$ cat config.mk
export PLATFORM = sky130hd
export DESIGN_NAME = mem_arbiter
export DESIGN_NICKNAME = d
export VERILOG_FILES = /design/src/rtl/mem_arbiter.sv
export SDC_FILE = /design/constraint.sdc
export NUM_CORES = 1
export LEC_CHECK = 0
export BUFFER_PORTS_ARGS = -buffer_cell sky130_fd_sc_hd__buf_4
export CAP_MARGIN = 5
export CORE_MARGIN = 1
export CORE_UTILIZATION = 41
export CTS_CLUSTER_SIZE = 16
export DETAILED_ROUTE_END_ITERATION = 10
export HOLD_SLACK_MARGIN = 0.05
export PLACE_DENSITY_LB_ADDON = 0.08
export SYNTH_ARGS = -nofsm -noshare
export SYNTH_HDL_FRONTEND = slang
export SYNTH_SLANG_ARGS = --single-unit
$ cat constraint.sdc
create_clock -name clk -period 1.95 [get_ports clk]
set_input_delay 0.0975 -clock clk [delete_from_list [all_inputs] [get_ports clk]]
set_output_delay 0.0975 -clock clk [all_outputs]
set_load 0.01 [all_outputs]
$ cat src/rtl/mem_arbiter.sv
// Two-requester arbiter (C = processor, D = DMA/IO) in front of one memory port.
// Single outstanding transaction, bounded C streak while D waits, and a bus timeout.
module mem_arbiter #(
   parameter int ADDR_W     = 18,
   parameter int DATA_W     = 36,
   parameter int MAX_CONSEC = 4,
   parameter int TIMEOUT    = 64
) (
   input  logic              clk,
   input  logic              reset_n,
   input  logic [ADDR_W-1:0] c_addr,
   input  logic [DATA_W-1:0] c_write_data,
   input  logic              c_read,
   input  logic              c_write,
   input  logic              c_user,
   output logic [DATA_W-1:0] c_read_data,
   output logic              c_ack,
   output logic              c_err,
   input  logic [ADDR_W-1:0] d_addr,
   input  logic [DATA_W-1:0] d_write_data,
   input  logic              d_read,
   input  logic              d_write,
   input  logic              d_user,
   output logic [DATA_W-1:0] d_read_data,
   output logic              d_ack,
   output logic              d_err,
   output logic [ADDR_W-1:0] m_addr,
   output logic [DATA_W-1:0] m_write_data,
   output logic              m_read,
   output logic              m_write,
   output logic              m_user,
   input  logic [DATA_W-1:0] m_read_data,
   input  logic              m_ack,
   output logic              m_owner
);

   localparam int SW = $clog2(MAX_CONSEC + 1);
   localparam int TW = $clog2(TIMEOUT);
   localparam logic [SW-1:0] STREAK_MAX = SW'(MAX_CONSEC);
   localparam logic [TW-1:0] TMO_LAST   = TW'(TIMEOUT - 1);

   typedef enum logic [1:0] {IDLE, BUSY, DONE} state_t;

   state_t            state_q, state_d;
   logic [SW-1:0]     streak_q, streak_d;
   logic [TW-1:0]     tmo_q, tmo_d;
   logic [ADDR_W-1:0] m_addr_q, m_addr_d;
   logic [DATA_W-1:0] m_write_data_q, m_write_data_d;
   logic              m_read_q, m_read_d, m_write_q, m_write_d;
   logic              m_user_q, m_user_d, m_owner_q, m_owner_d;
   logic [DATA_W-1:0] c_read_data_q, c_read_data_d, d_read_data_q, d_read_data_d;
   logic              c_ack_q, c_ack_d, c_err_q, c_err_d;
   logic              d_ack_q, d_ack_d, d_err_q, d_err_d;

   logic              c_pend, d_pend, grant_d, own_req;
   logic              fin, fin_err;
   logic [DATA_W-1:0] fin_data;

   always_comb begin
      state_d        = state_q;
      streak_d       = streak_q;
      tmo_d          = tmo_q;
      m_addr_d       = m_addr_q;
      m_write_data_d = m_write_data_q;
      m_read_d       = m_read_q;
      m_write_d      = m_write_q;
      m_user_d       = m_user_q;
      m_owner_d      = m_owner_q;
      c_read_data_d  = c_read_data_q;
      c_ack_d        = c_ack_q;
      c_err_d        = c_err_q;
      d_read_data_d  = d_read_data_q;
      d_ack_d        = d_ack_q;
      d_err_d        = d_err_q;
      fin            = 1'b0;
      fin_err        = 1'b0;
      fin_data       = '0;

      c_pend  = c_read | c_write;
      d_pend  = d_read | d_write;
      grant_d = d_pend & (~c_pend | (streak_q >= STREAK_MAX));
      own_req = m_owner_q ? d_pend : c_pend;

      unique case (state_q)
         IDLE: begin
            if (c_pend | d_pend) begin
               state_d        = BUSY;
               tmo_d          = '0;
               m_owner_d      = grant_d;
               m_addr_d       = grant_d ? d_addr       : c_addr;
               m_write_data_d = grant_d ? d_write_data : c_write_data;
               m_user_d       = grant_d ? d_user       : c_user;
               m_write_d      = grant_d ? d_write      : c_write;
               m_read_d       = grant_d ? (d_read & ~d_write) : (c_read & ~c_write);
               // Streak only grows while C is beating a waiting D.
               if (!grant_d && d_pend)
                  streak_d = (streak_q >= STREAK_MAX) ? streak_q : streak_q + 1'b1;
               else
                  streak_d = '0;
            end
         end
         BUSY: begin
            if (m_ack) begin
               fin      = 1'b1;
               fin_data = m_read_q ? m_read_data : '0;
            end else if (tmo_q == TMO_LAST) begin
               fin     = 1'b1;
               fin_err = 1'b1;
            end else begin
               tmo_d = tmo_q + 1'b1;
            end
         end
         DONE: begin
            if (!m_ack && !own_req) begin
               state_d       = IDLE;
               c_ack_d       = 1'b0;
               c_err_d       = 1'b0;
               c_read_data_d = '0;
               d_ack_d       = 1'b0;
               d_err_d       = 1'b0;
               d_read_data_d = '0;
            end
         end
         default: state_d = IDLE;
      endcase

      if (fin) begin
         state_d   = DONE;
         m_read_d  = 1'b0;
         m_write_d = 1'b0;
         if (m_owner_q) begin
            d_ack_d       = 1'b1;
            d_err_d       = fin_err;
            d_read_data_d = fin_data;
         end else begin
            c_ack_d       = 1'b1;
            c_err_d       = fin_err;
            c_read_data_d = fin_data;
         end
      end
   end

   always_ff @(posedge clk) begin
      if (!reset_n) begin
         state_q        <= IDLE;
         streak_q       <= '0;
         tmo_q          <= '0;
         m_addr_q       <= '0;
         m_write_data_q <= '0;
         m_read_q       <= 1'b0;
         m_write_q      <= 1'b0;
         m_user_q       <= 1'b0;
         m_owner_q      <= 1'b0;
         c_read_data_q  <= '0;
         c_ack_q        <= 1'b0;
         c_err_q        <= 1'b0;
         d_read_data_q  <= '0;
         d_ack_q        <= 1'b0;
         d_err_q        <= 1'b0;
      end else begin
         state_q        <= state_d;
         streak_q       <= streak_d;
         tmo_q          <= tmo_d;
         m_addr_q       <= m_addr_d;
         m_write_data_q <= m_write_data_d;
         m_read_q       <= m_read_d;
         m_write_q      <= m_write_d;
         m_user_q       <= m_user_d;
         m_owner_q      <= m_owner_d;
         c_read_data_q  <= c_read_data_d;
         c_ack_q        <= c_ack_d;
         c_err_q        <= c_err_d;
         d_read_data_q  <= d_read_data_d;
         d_ack_q        <= d_ack_d;
         d_err_q        <= d_err_d;
      end
   end

   assign m_addr       = m_addr_q;
   assign m_write_data = m_write_data_q;
   assign m_read       = m_read_q;
   assign m_write      = m_write_q;
   assign m_user       = m_user_q;
   assign m_owner      = m_owner_q;
   assign c_read_data  = c_read_data_q;
   assign c_ack        = c_ack_q;
   assign c_err        = c_err_q;
   assign d_read_data  = d_read_data_q;
   assign d_ack        = d_ack_q;
   assign d_err        = d_err_q;

endmodule

## Word level (Yosys, flattened, before mapping)

Cells that the tools add are included.

| cells by class | value |
|---|---|
| $lt $le $gt $ge | 1 |
| div/mod/pow operators | 0 |
| add/sub/neg operators | 2 |
| muxes and demuxes | 48 |
| equal/unequal tests | 11 |
| shifts and indexed selects | 0 |
| $mul | 0 |
| reduce and logical (&&, ||, !) cells | 13 |
| bitwise logic cells | 12 |

Operators with widths:

| cell | count |
|---|---|
| 2-to-1 mux 36 bit | 12 |
| 2-to-1 mux 1 bit | 25 |
| 2-to-1 mux 18 bit | 1 |
| 2-to-1 mux 6 bit | 3 |
| inequality test 2 bit, second input constant | 6 |
| case mux 6 bit (2 select lines) | 1 |
| AND reduction 3 bit | 3 |
| adder 6 x 1 -> 6 bit, second input constant | 1 |
| == test 6 bit, second input constant | 1 |
| 2-to-1 mux 2 bit | 3 |
| 2-to-1 mux 3 bit | 2 |
| inequality test 3 bit, second input constant | 2 |
| case mux 2 bit (3 select lines) | 1 |
| inverter 1 bit | 5 |
| bitwise OR 1 bit | 4 |
| AND reduction 4 bit | 1 |
| adder 3 x 1 -> 3 bit, second input constant | 1 |
| bitwise AND 1 bit | 3 |
| >= comparator 3 bit, second input constant | 1 |
| zero test 1 bit | 3 |
| == test 2 x 1 -> 1 bit, second input constant | 1 |
| == test 2 bit, second input constant | 1 |
| logical AND 1 bit | 2 |
| zero test 2 bit | 1 |
| 3 further kinds | 3 |

| storage, ports and cells | value |
|---|---|
| input bits | 153 |
| latch bits | 0 |
| memory bits (read-only) | 0 |
| memories | 0 |
| RAM bits | 0 |
| register bits | 145 |
| output and inout bits | 134 |
| logic and storage cells | 103 |

## Logic depth before layout (Yosys ltp)

Gate-level depths: netlist of the first run.

| logic depth | value |
|---|---|
| depth after elaboration | 8 |
| mapped depth | 8 |
| depth with buffers taken out | 5 |

## Least setup slack after synthesis of the first run

Ideal clock, no wire load.

| path | value |
|---|---|
| path type | register to register |
| from | register tmo_q[0] |
| to | register d_read_data_q[13] (netlist: d_read_data[13]) |
| library setup time | 0.076 ns |
| cell stages (with the launch flop) | 8 |
| setup slack | 0.182 ns |
| arrival time | 1.692 ns |
| clock period less this slack | 1.768 ns |
| path buffers | 2 |
| data required time | 1.874 ns |
| cell sequence | dfxtp_1 ha_1 and4b_1 o2bb2a_1 clkbuf_1 buf_1 nand2_1 o22ai_1 |

| between the ends | value |
|---|---|
| word-level cells in the longest chain between the ends | 5 |

RTL lines:

| element | line | text |
|---|---|---|
| start: declaration | 46 | `logic [TW-1:0] tmo_q, tmo_d;` |
| start signal: assignment | 163 | `tmo_q <= tmo_d;` |
| == test 6 bit | 106 | `end else if (tmo_q == TMO_LAST) begin` |
| 2-to-1 mux 1 bit | 106 |  |
| 2-to-1 mux 1 bit | 103 | `if (m_ack) begin` |
| 2-to-1 mux 1 bit | 84 | `unique case (state_q)` |
| 2-to-1 mux 36 bit | 127 | `if (fin) begin` |
| end signal: assignment | 173 | `d_read_data_q <= d_read_data_d;` |
| end: declaration | 51 | `logic [DATA_W-1:0] c_read_data_q, c_read_data_d, d_read_data_q, d_read_data_d;` |

Every way passes these cells.
A chain may end at the register's enable or synchronous reset.

## Final worst setup path of the first run

| path | value |
|---|---|
| from | input c_write |
| to | register m_addr_q[17] (netlist: m_addr[17]) |

| between the ends | value |
|---|---|
| word-level cells in the longest chain between the ends | 5 |

RTL lines:

| element | line | text |
|---|---|---|
| start: declaration | 14 | `input logic c_write,` |
| bitwise OR 1 bit (*) | 79 | `c_pend = c_read \| c_write;` |
| inverter 1 bit | 81 | `grant_d = d_pend & (~c_pend \| (streak_q >= STREAK_MAX));` |
| bitwise OR 1 bit | 81 |  |
| bitwise AND 1 bit | 81 |  |
| 2-to-1 mux 18 bit | 90 | `m_addr_d = grant_d ? d_addr : c_addr;` |
| end signal: assignment | 164 | `m_addr_q <= m_addr_d;` |
| end: declaration | 47 | `logic [ADDR_W-1:0] m_addr_q, m_addr_d;` |

Every way passes the cells marked *; elsewhere a longest branch is shown, timed or not.

==> flow_summary.ini, run 1 <==
[run_status]
outcome = completed

[cells_and_area]
final_area_um2 = 10200
final_nets = 1216
area_delta_synth_final_pct = 80.0
drive_above_1_share_pct = 33.1
insertedDiodeCount = 0

[logic_synthesis]
ys.flop_type = dfxtp_1
synth.top_cell.area_share_pct = 51.2
synth_fp_nets = 790
yosysMostFrequentCell = dfxtp_1
synth_common_cells = 145 x dfxtp_1, 123 x nand2_1, 75 x o22ai_1
synth_area_leaders = dfxtp_1 51%, mux2i_1 9.7%, o22ai_1 8.3%, nand2_1 8.1%, a21oi_1 5.6%
synth_top_area_cell = dfxtp_1
yosys_warnings = 0
ys_types = 43
synth_edf_count = 0
syn_avg_cell_area_um2 = 8.94
synthCells = 635
ys_async_sr_fraction_pct = 0
ys_ff_latch = 145
ys_seq_area_share_pct = 51.2
synth_area_um2 = 5670

[clock_tree]
clock_latency_ps = 420
cts_tree = built
htreeDepth = 4
clockBufferDepth = 2
clkSinkCount = 145
root_buffer = clkbuf_16
cts_buffers = 17
clk_pin_slew_ps = 60

[power]
peakVddDrop_v = 0.000522
p_total_mw = 8.50
p_leak_nw = 4.63
p_per_area_nw_per_um2 = 832

[hold_path]
hold_class = primary input to flip-flop
min-delay-start = c_addr[15]

[sta]
skew_ps = 9.16
relSlewSlack_pct = 64.7
finalSetupViolations = 0
min_period_ps = 1890
worstMarginPinSlew_ps = 523
fin_crit_sh_pct = 96.8
slew_viol_final = 0
finalHoldViolations = 0
grt_setup_unrepaired = false
fmax_mhz = 530
tns_ps = 0

[worst_setup_path]
cp.arrival_ps = 2160
crit_required_ps = 2230
start_kind = primary input
r2r_setup_slack_ps = 170
cp-end-kind = flip-flop
critPathMaxFanout = 58
path_class = primary input to flip-flop
reg2reg_from = tmo_q[0]
worstSetupStartpoint = c_write

[route]
first_pass_iters = 5
wl_um = 22400
via_per_inst = 5.37
ant_nets = 0
routedWlPerCell_um = 18.0
drc = 0
via_count = 6710
drt-initial-drc-count = 542

[die]
coreArea_um2 = 13300
io-pin-count = 287
initial_core_util_pct = 42.5
die_w_um = 120
die_y_um = 120
core.rowCount = 42
dieArea_um2 = 14300

[placed_design]
dp_hpwl_um = 12400
gp_congestion = 0.796
port_buffers = 286
place_area_um2 = 8100

[grt]
antenna_found_initial = 0
grt_pass1_vias = 6781
grt_max_degree = 75
globalRoute.totalOverflow = 0
grtUsageTotal_pct = 30.6
grt_pass1_wl_um = 34200

[flow_run]
drv_cap = 0
[critical path, cell delays in order]
cell and delay (ps):
dlygate4sd3_1 540, buf_4 150, or4_1 520, and2_4 250, buf_12 200, o21ai_0 260, a21oi_1 140
[what timing repair did]
action | in CTS | in global routing
hold endpoints to repair | 128 | 0
resized for setup | 0 | 2
hold buffers | 146 | 0
endpoints found under the setup margin | 0 | 8
buffers inserted | 0 | 2
[cell usage in the layout (no fill, tap or decap), types with 2 or more instances in the layout]
master,instances
buf_4,310
nor4_1,2
and4_1,2
buf_12,6
dlygate4sd3_1,146
ha_1,2
bufinv_16,4
o211ai_1,3
nand2_1,122
nor4b_1,2
dfxtp_1,145
or4_1,3
nand3_1,4
a22oi_1,2
clkbuf_8,2
o22ai_1,74
clkbuf_16,17
nand4b_1,2
nor2_2,3
a21oi_1,62
a21boi_0,2
nor4bb_1,2
o21ai_0,59
clkinv_2,4
clkbuf_1,3
o31ai_1,2
clkinv_4,2
nor2b_1,2
mux2i_1,55
nor2_1,8
[through the flow]
stage | hold WS (ps) | std cells | utilization [%] | worst slack, ps
global route | 92.5 | 1250 | 76.5 | 19.7
floorplan | 270 | 635 | - | 182
finish | 72.4 | 1250 | 76.5 | 61.5
global placement | 385 | 1070 | 60.7 | 302
CTS | 53.1 | 1248 | 76.3 | 65.2
detailed placement | 389 | 1070 | 60.7 | 212
[sequential cells by signal, indices dropped and copies added, names as in the netlist, 2 cells and up]
signal and flops:
d_read_data 36, m_addr 18, c_read_data 36, streak_q 3, state_q 2, tmo_q 6, m_write_data 36
[power breakdown]
group          leakage, nW  switching (mW)  internal, mW
sequential            1.18           0.141          3.17
clock                0.308            1.22          2.20
combinational         3.14           0.857         0.901
total                 4.63            2.22          6.28
[layout make-up]
class                   instances  area [um2]
multi-input cells             433        2550
well taps                     176         220
flip-flops and latches        145        2900
inverters                       2        7.51
clock inverters                10         158
repair buffers                462        3910
fillers                       858        3130
clock buffers                  22         464
[layer usage]
| metal | GRT usage, % | part of all wire, % | up-vias |
|---|---|---|---|
| met4 | 20.2 | 5.2 | 0 |
| met3 | 8.75 | 8.2 | 81 |
| li1 | - | - | 3147 |
| met5 | 0 | 0 | - |
| met1 | 33.3 | 38 | 3118 |
| met2 | 51.7 | 49 | 364 |
[cells by family after synthesis]
logic type | after synthesis | share of synthesized area, %
adder cells (fa/ha/maj) | 2 | 0.441
AO/OA/AOI/OAI | 214 | 21.6
buffers and inverters | 57 | 4.48
AND/OR/NAND/NOR | 161 | 12.3
multiplexers | 56 | 9.97
flip-flops | 145 | 51.2
[path summary, 6_finish.rpt]
check	endpoint	depth (start not counted)
worst min register to register	m_write	2
worst min-delay path	m_addr[15]	3
worst max register to register	c_read_data[13]	6
worst max-delay path	m_addr[17]	7
(Power assumes the default switching activity.)
==> inputs of run 2 (changes only) <==
SKIP_LAST_GASP = 1   (was not set)
clock period = 2.3 ns   (was 1.95 ns; I/O delays follow)
==> run 2 against run 1 <==
  * Non-clock buffer count fell by 6
  * Sequential power fell by 15%
  * Clock skew rose by 2.6 ps
  * Sequential share of layout area rose by 0.20 points
  * Largest cell class unchanged
==> flow_summary.ini, run 2 (synthesized netlist as in run 1, its figures left out) <==
[run_status]
outcome = completed

[placed_design]
dp.cells = 1062
port_buffers = 286
dp_hpwl_um = 12200
gp_congestion = 0.749

[sta]
finalSetupViolations = 0
skew_ps = 11.7
min_period_ps = 2070
fmax_mhz = 484
fin_crit_sh_pct = 89.9
slew_viol_final = 0
tns_ps = 0
finalHoldViolations = 0
relSlewSlack_pct = 55.8
grt_setup_unrepaired = false
worstMarginPinSlew_ps = 663

[worst_setup_path]
cp-end-kind = flip-flop
reg2reg_depth = 5
cp.arrival_ps = 2390
critPathMaxStageDelay_ps = 530
crit_path_end = m_write_data[10]
worstSetupStartpoint = state_q[0]
rr_endpoint = m_write_data[10]
crit_required_ps = 2630
critPathMaxFanout = 76
r2r_setup_slack_ps = 230
reg2reg_from = state_q[0]
crit_slowest_cell = buf_4
start_kind = flip-flop
path_class = flip-flop to flip-flop
crit_chain = nor2_1, and2_2, buf_4, o21ai_0, a21oi_1

[cells_and_area]
insertedDiodeCount = 0
final_core_util_pct = 76.0
area_delta_synth_final_pct = 78.8
n_fill_cell = 866
register_area_um2 = 2900
final_common_cell = buf_4
multi_input_area_um2 = 2550
final_nets = 1210
finalNonFillerCells = 1244
drive_above_1_share_pct = 33.0
final_cell_mix = 308 x buf_4, 145 x dfxtp_1, 144 x dlygate4sd3_1

[die]
die_w_um = 120
die_y_um = 120
io-pin-count = 287
initial_core_util_pct = 42.5
core.rowCount = 42
dieArea_um2 = 14300
coreArea_um2 = 13300

[grt]
globalRoute.totalOverflow = 0
antenna_found_initial = 0
grtUsageTotal_pct = 28.7
grt_pass1_wl_um = 32100
grt_max_degree = 77
grt_pass1_vias = 6427

[clock_tree]
cts_tree = built
clock_latency_ps = 420
clkSinkCount = 145
clk_pin_slew_ps = 60
htreeDepth = 4
root_buffer = clkbuf_16
cts_resized = 0
clockBufferDepth = 2
cts_buffers = 17

[route]
via_count = 6611
routedWlPerCell_um = 17.0
ant_nets = 0
drt-initial-drc-count = 453
wl_um = 21100
first_pass_iters = 5
via_per_inst = 5.31
drc = 0

[power]
p_leak_nw = 4.59
p_per_area_nw_per_um2 = 709
peakVddDrop_v = 0.000480

[hold_path]
hold_class = primary input to flip-flop
min-delay-start = d_write_data[4]

[flow_run]
drv_cap = 0
[run 2: cell types whose count changed in the layout (fill, tap and decap cells not counted), sizes merged]
cell and delta:
dlygate4sd3 -2, buf -4, clkinv -1, clkinvlp +1
[run 2: layout make-up]
type,instances,area share (%)
Clock buffer,22,4.67
Multi-Input combinational cell,433,25.1
Timing Repair Buffer,456,37.8
Tap cell,176,2.17
Inverter,2,0.0740
Clock inverter,10,1.54
Sequential cell,145,28.6
[run 2: power by group]
part	switching (mW)	internal, mW	leakage, nW
Sequential	0.117	2.69	1.18
Clock	1.02	1.90	0.310
Combinational	0.707	0.762	3.09
[run 2: worst max-delay path, delay by kind of cell, from the launching register on]
kind	cells	cell delay (ps)
AOI/OAI and AO/OA	2	470
buffers and inverters	1	530
DFF	1	370
and+or+nand+nor	2	580
[run 2: repair_timing]
item,4_1_cts,5_1_grt
endpoints found under the hold margin,126,0
setup buffers,0,6
endpoints found under the setup margin,0,4
hold buffers,144,0
[run 2: how the worst min path moves through the flow]
stage,end,slack (ps),depth (start not counted)
2_1_floorplan,d_read_data[23],290,2
3_5_place_dp,d_read_data[10],410,3
4_1_cts,m_write_data[4],50,3
6_report,m_write_data[4],70,3
5_1_grt,m_write_data[4],90,3
3_3_place_gp,m_addr[12],400,3
[run 2: metrics by stage]
| stage | hold WS (ps) | power (mW) | area [um2] | worst slack [ps] |
|---|---|---|---|---|
| 2_1_floorplan | 287 | 3.40 | 5670 | 532 |
| 3_3_place_gp | 402 | 3.98 | 8020 | 443 |
| 3_5_place_dp | 415 | 4.00 | 8020 | 392 |
| 4_1_cts | 50.7 | 7.11 | 10100 | 146 |
| 5_1_grt | 87.4 | 7.45 | 10100 | 37.7 |
| 6_report | 69.5 | 7.19 | 10100 | 232 |
[run 2: layer usage]
metal  global-route usage [%]  share of wire (%)
met2                     49.7                 50
met4                     17.7                4.5
met5                        0                  0
met3                     6.80                7.3
met1                     31.7                 38
==> inputs of run 3 (changes only) <==
CORE_MARGIN = 2   (was 1)
==> run 3 against run 2 <==
  * Clock-buffer cell count is 3 lower
  * Clock skew fell by 1.4 ps
  * Non-clock buffer count down 5
  * First-iteration DRC count rose by 9.7%
  * Fmax is 3.1% higher
  * Combinational power is essentially flat
  * Sequential cell count stayed put
  * Wire length shrank 1.5%
  * Total power down 5.1%
  * Die area increased by 3.4%
  * Final area down 0.88%
  * Via count down 1.7%
  * Critical path type unchanged
  * Largest cell class unchanged
==> flow_summary.ini, run 3 (synthesized netlist as in run 1, its figures left out) <==
[sta]
relSlewSlack_pct = 51.7
grt_setup_unrepaired = false
fin_crit_sh_pct = 87.2
tns_ps = 0
finalHoldViolations = 0
slew_viol_final = 0
finalSetupViolations = 0
min_period_ps = 2010
skew_ps = 10.3
fin_ws_ps = 294
worstMarginPinSlew_ps = 722
holdWs_ps = 86.8
fmax_mhz = 499

[clock_tree]
clkSinkCount = 145
clockBufferDepth = 2
clk_pin_slew_ps = 60
cts_tree = built
clock_latency_ps = 410
htreeDepth = 4
cts_buffers = 17
root_buffer = clkbuf_16
cts_resized = 0

[cells_and_area]
n_fill_cell = 891
multi_input_area_um2 = 2550
insertedDiodeCount = 0
final_nets = 1205
final_common_cell = buf_4
finalNonFillerCells = 1239
area_delta_synth_final_pct = 77.2
final_cell_mix = 301 x buf_4, 145 x dfxtp_1, 144 x dlygate4sd3_1
drive_above_1_share_pct = 32.7
final_area_um2 = 10100
register_area_um2 = 2900

[worst_setup_path]
reg2reg_from = tmo_q[0]
critPathMaxStageDelay_ps = 610
rr_endpoint = c_read_data[27]
cp.arrival_ps = 2330
cp-end-kind = flip-flop
critPathMaxFanout = 48
crit_slowest_cell = a21oi_4
reg2reg_depth = 6
r2r_setup_slack_ps = 290
path_class = flip-flop to flip-flop
crit_required_ps = 2630
start_kind = flip-flop
crit_chain = ha_1, nor4bb_1, a21oi_4, buf_12, nand2_1, o22ai_1

[power]
peakVddDrop_v = 0.000507
p_leak_nw = 4.53
p_per_area_nw_per_um2 = 678

[placed_design]
dp_hpwl_um = 12200
place_area_um2 = 8000
dp.cells = 1057
gp_congestion = 0.832
place_ws_ps = 331
port_buffers = 286

[die]
core.rowCount = 42
initial_core_util_pct = 42.3
die_y_um = 122
die_w_um = 122
io-pin-count = 287
coreArea_um2 = 13400
dieArea_um2 = 14800

[hold_path]
hold_end = m_write_data[9]
holdPathStages = 3
hold_class = primary input to flip-flop
min-delay-start = d_write_data[9]

[grt]
grt_pass1_vias = 6361
grt_pass1_wl_um = 31500
globalRoute.totalOverflow = 0
grtUsageTotal_pct = 27.0
grt_max_degree = 111
antenna_found_initial = 0

[route]
first_pass_iters = 7
routedWlPerCell_um = 16.8
wl_um = 20800
via_count = 6499
via_per_inst = 5.25
drc = 0
ant_nets = 0
drt-initial-drc-count = 497

[run_status]
outcome = completed

[flow_run]
drv_cap = 0
-- run 3: changes by cell type in the layout (fill, tap and decap cells not counted), sizes merged --
cell,previous run,this run
clkbuf,22,19
buf,312,307
clkinv,6,7
inv,1,3
clkinvlp,1,4
bufinv,4,1
-- run 3: final cells by class --
class	instances	area share, %
repair buffers	451	38.0
clock inverters	13	1.11
well taps	176	2.19
flip-flops and latches	145	28.9
clock buffers	19	4.40
multi-input cells	433	25.4
inverters	2	0.0747
-- run 3: worst max path at each step --
stage	startpoint	endpoint	slack (ps)	cells after the start
5_1_grt	tmo_q[0]	c_err	180	6
4_1_cts	streak_q[2]	m_addr[10]	120	5
3_3_place_gp	tmo_q[0]	c_read_data[32]	430	6
2_1_floorplan	tmo_q[0]	d_read_data[13]	530	7
3_5_place_dp	tmo_q[0]	c_read_data[16]	330	6
6_report	tmo_q[0]	c_read_data[27]	290	6
-- run 3: power by group --
| part | switching, mW | leakage, nW | internal, mW | total, mW |
|---|---|---|---|---|
| clock network | 1.06 | 0.265 | 1.51 | 2.57 |
| logic | 0.684 | 3.08 | 0.764 | 1.45 |
| registers | 0.111 | 1.18 | 2.69 | 2.80 |
| total | 1.85 | 4.53 | 4.97 | 6.82 |
-- run 3: stage by stage --
step | util [%] | total power, mW
after global routing | 75.0 | 7.09
after CTS | 74.6 | 6.79
after detailed placement | 59.7 | 4.00
after floorplan | - | 3.40
final | 75.0 | 6.82
after global placement | 59.7 | 3.97
-- run 3: what timing repair did --
action | 4_1_cts | 5_1_grt
endpoints found under the hold margin | 126 | 0
setup buffers | 0 | 6
hold buffers | 144 | 0
endpoints found under the setup margin | 0 | 11
-- run 3: worst max-delay path, delay by kind of cell (launching register included) --
kind	cells	cell delay [ps]
buf+inv	1	300
compound gates	2	760
simple gates	2	250
flops	1	330
fa+ha+maj	1	260
-- run 3: layer usage --
metal	GRT usage (%)	routed length (um)
met1	30.7	7960
met2	46.1	10300
met3	7.72	1690
met4	13.9	855
met5	0	0
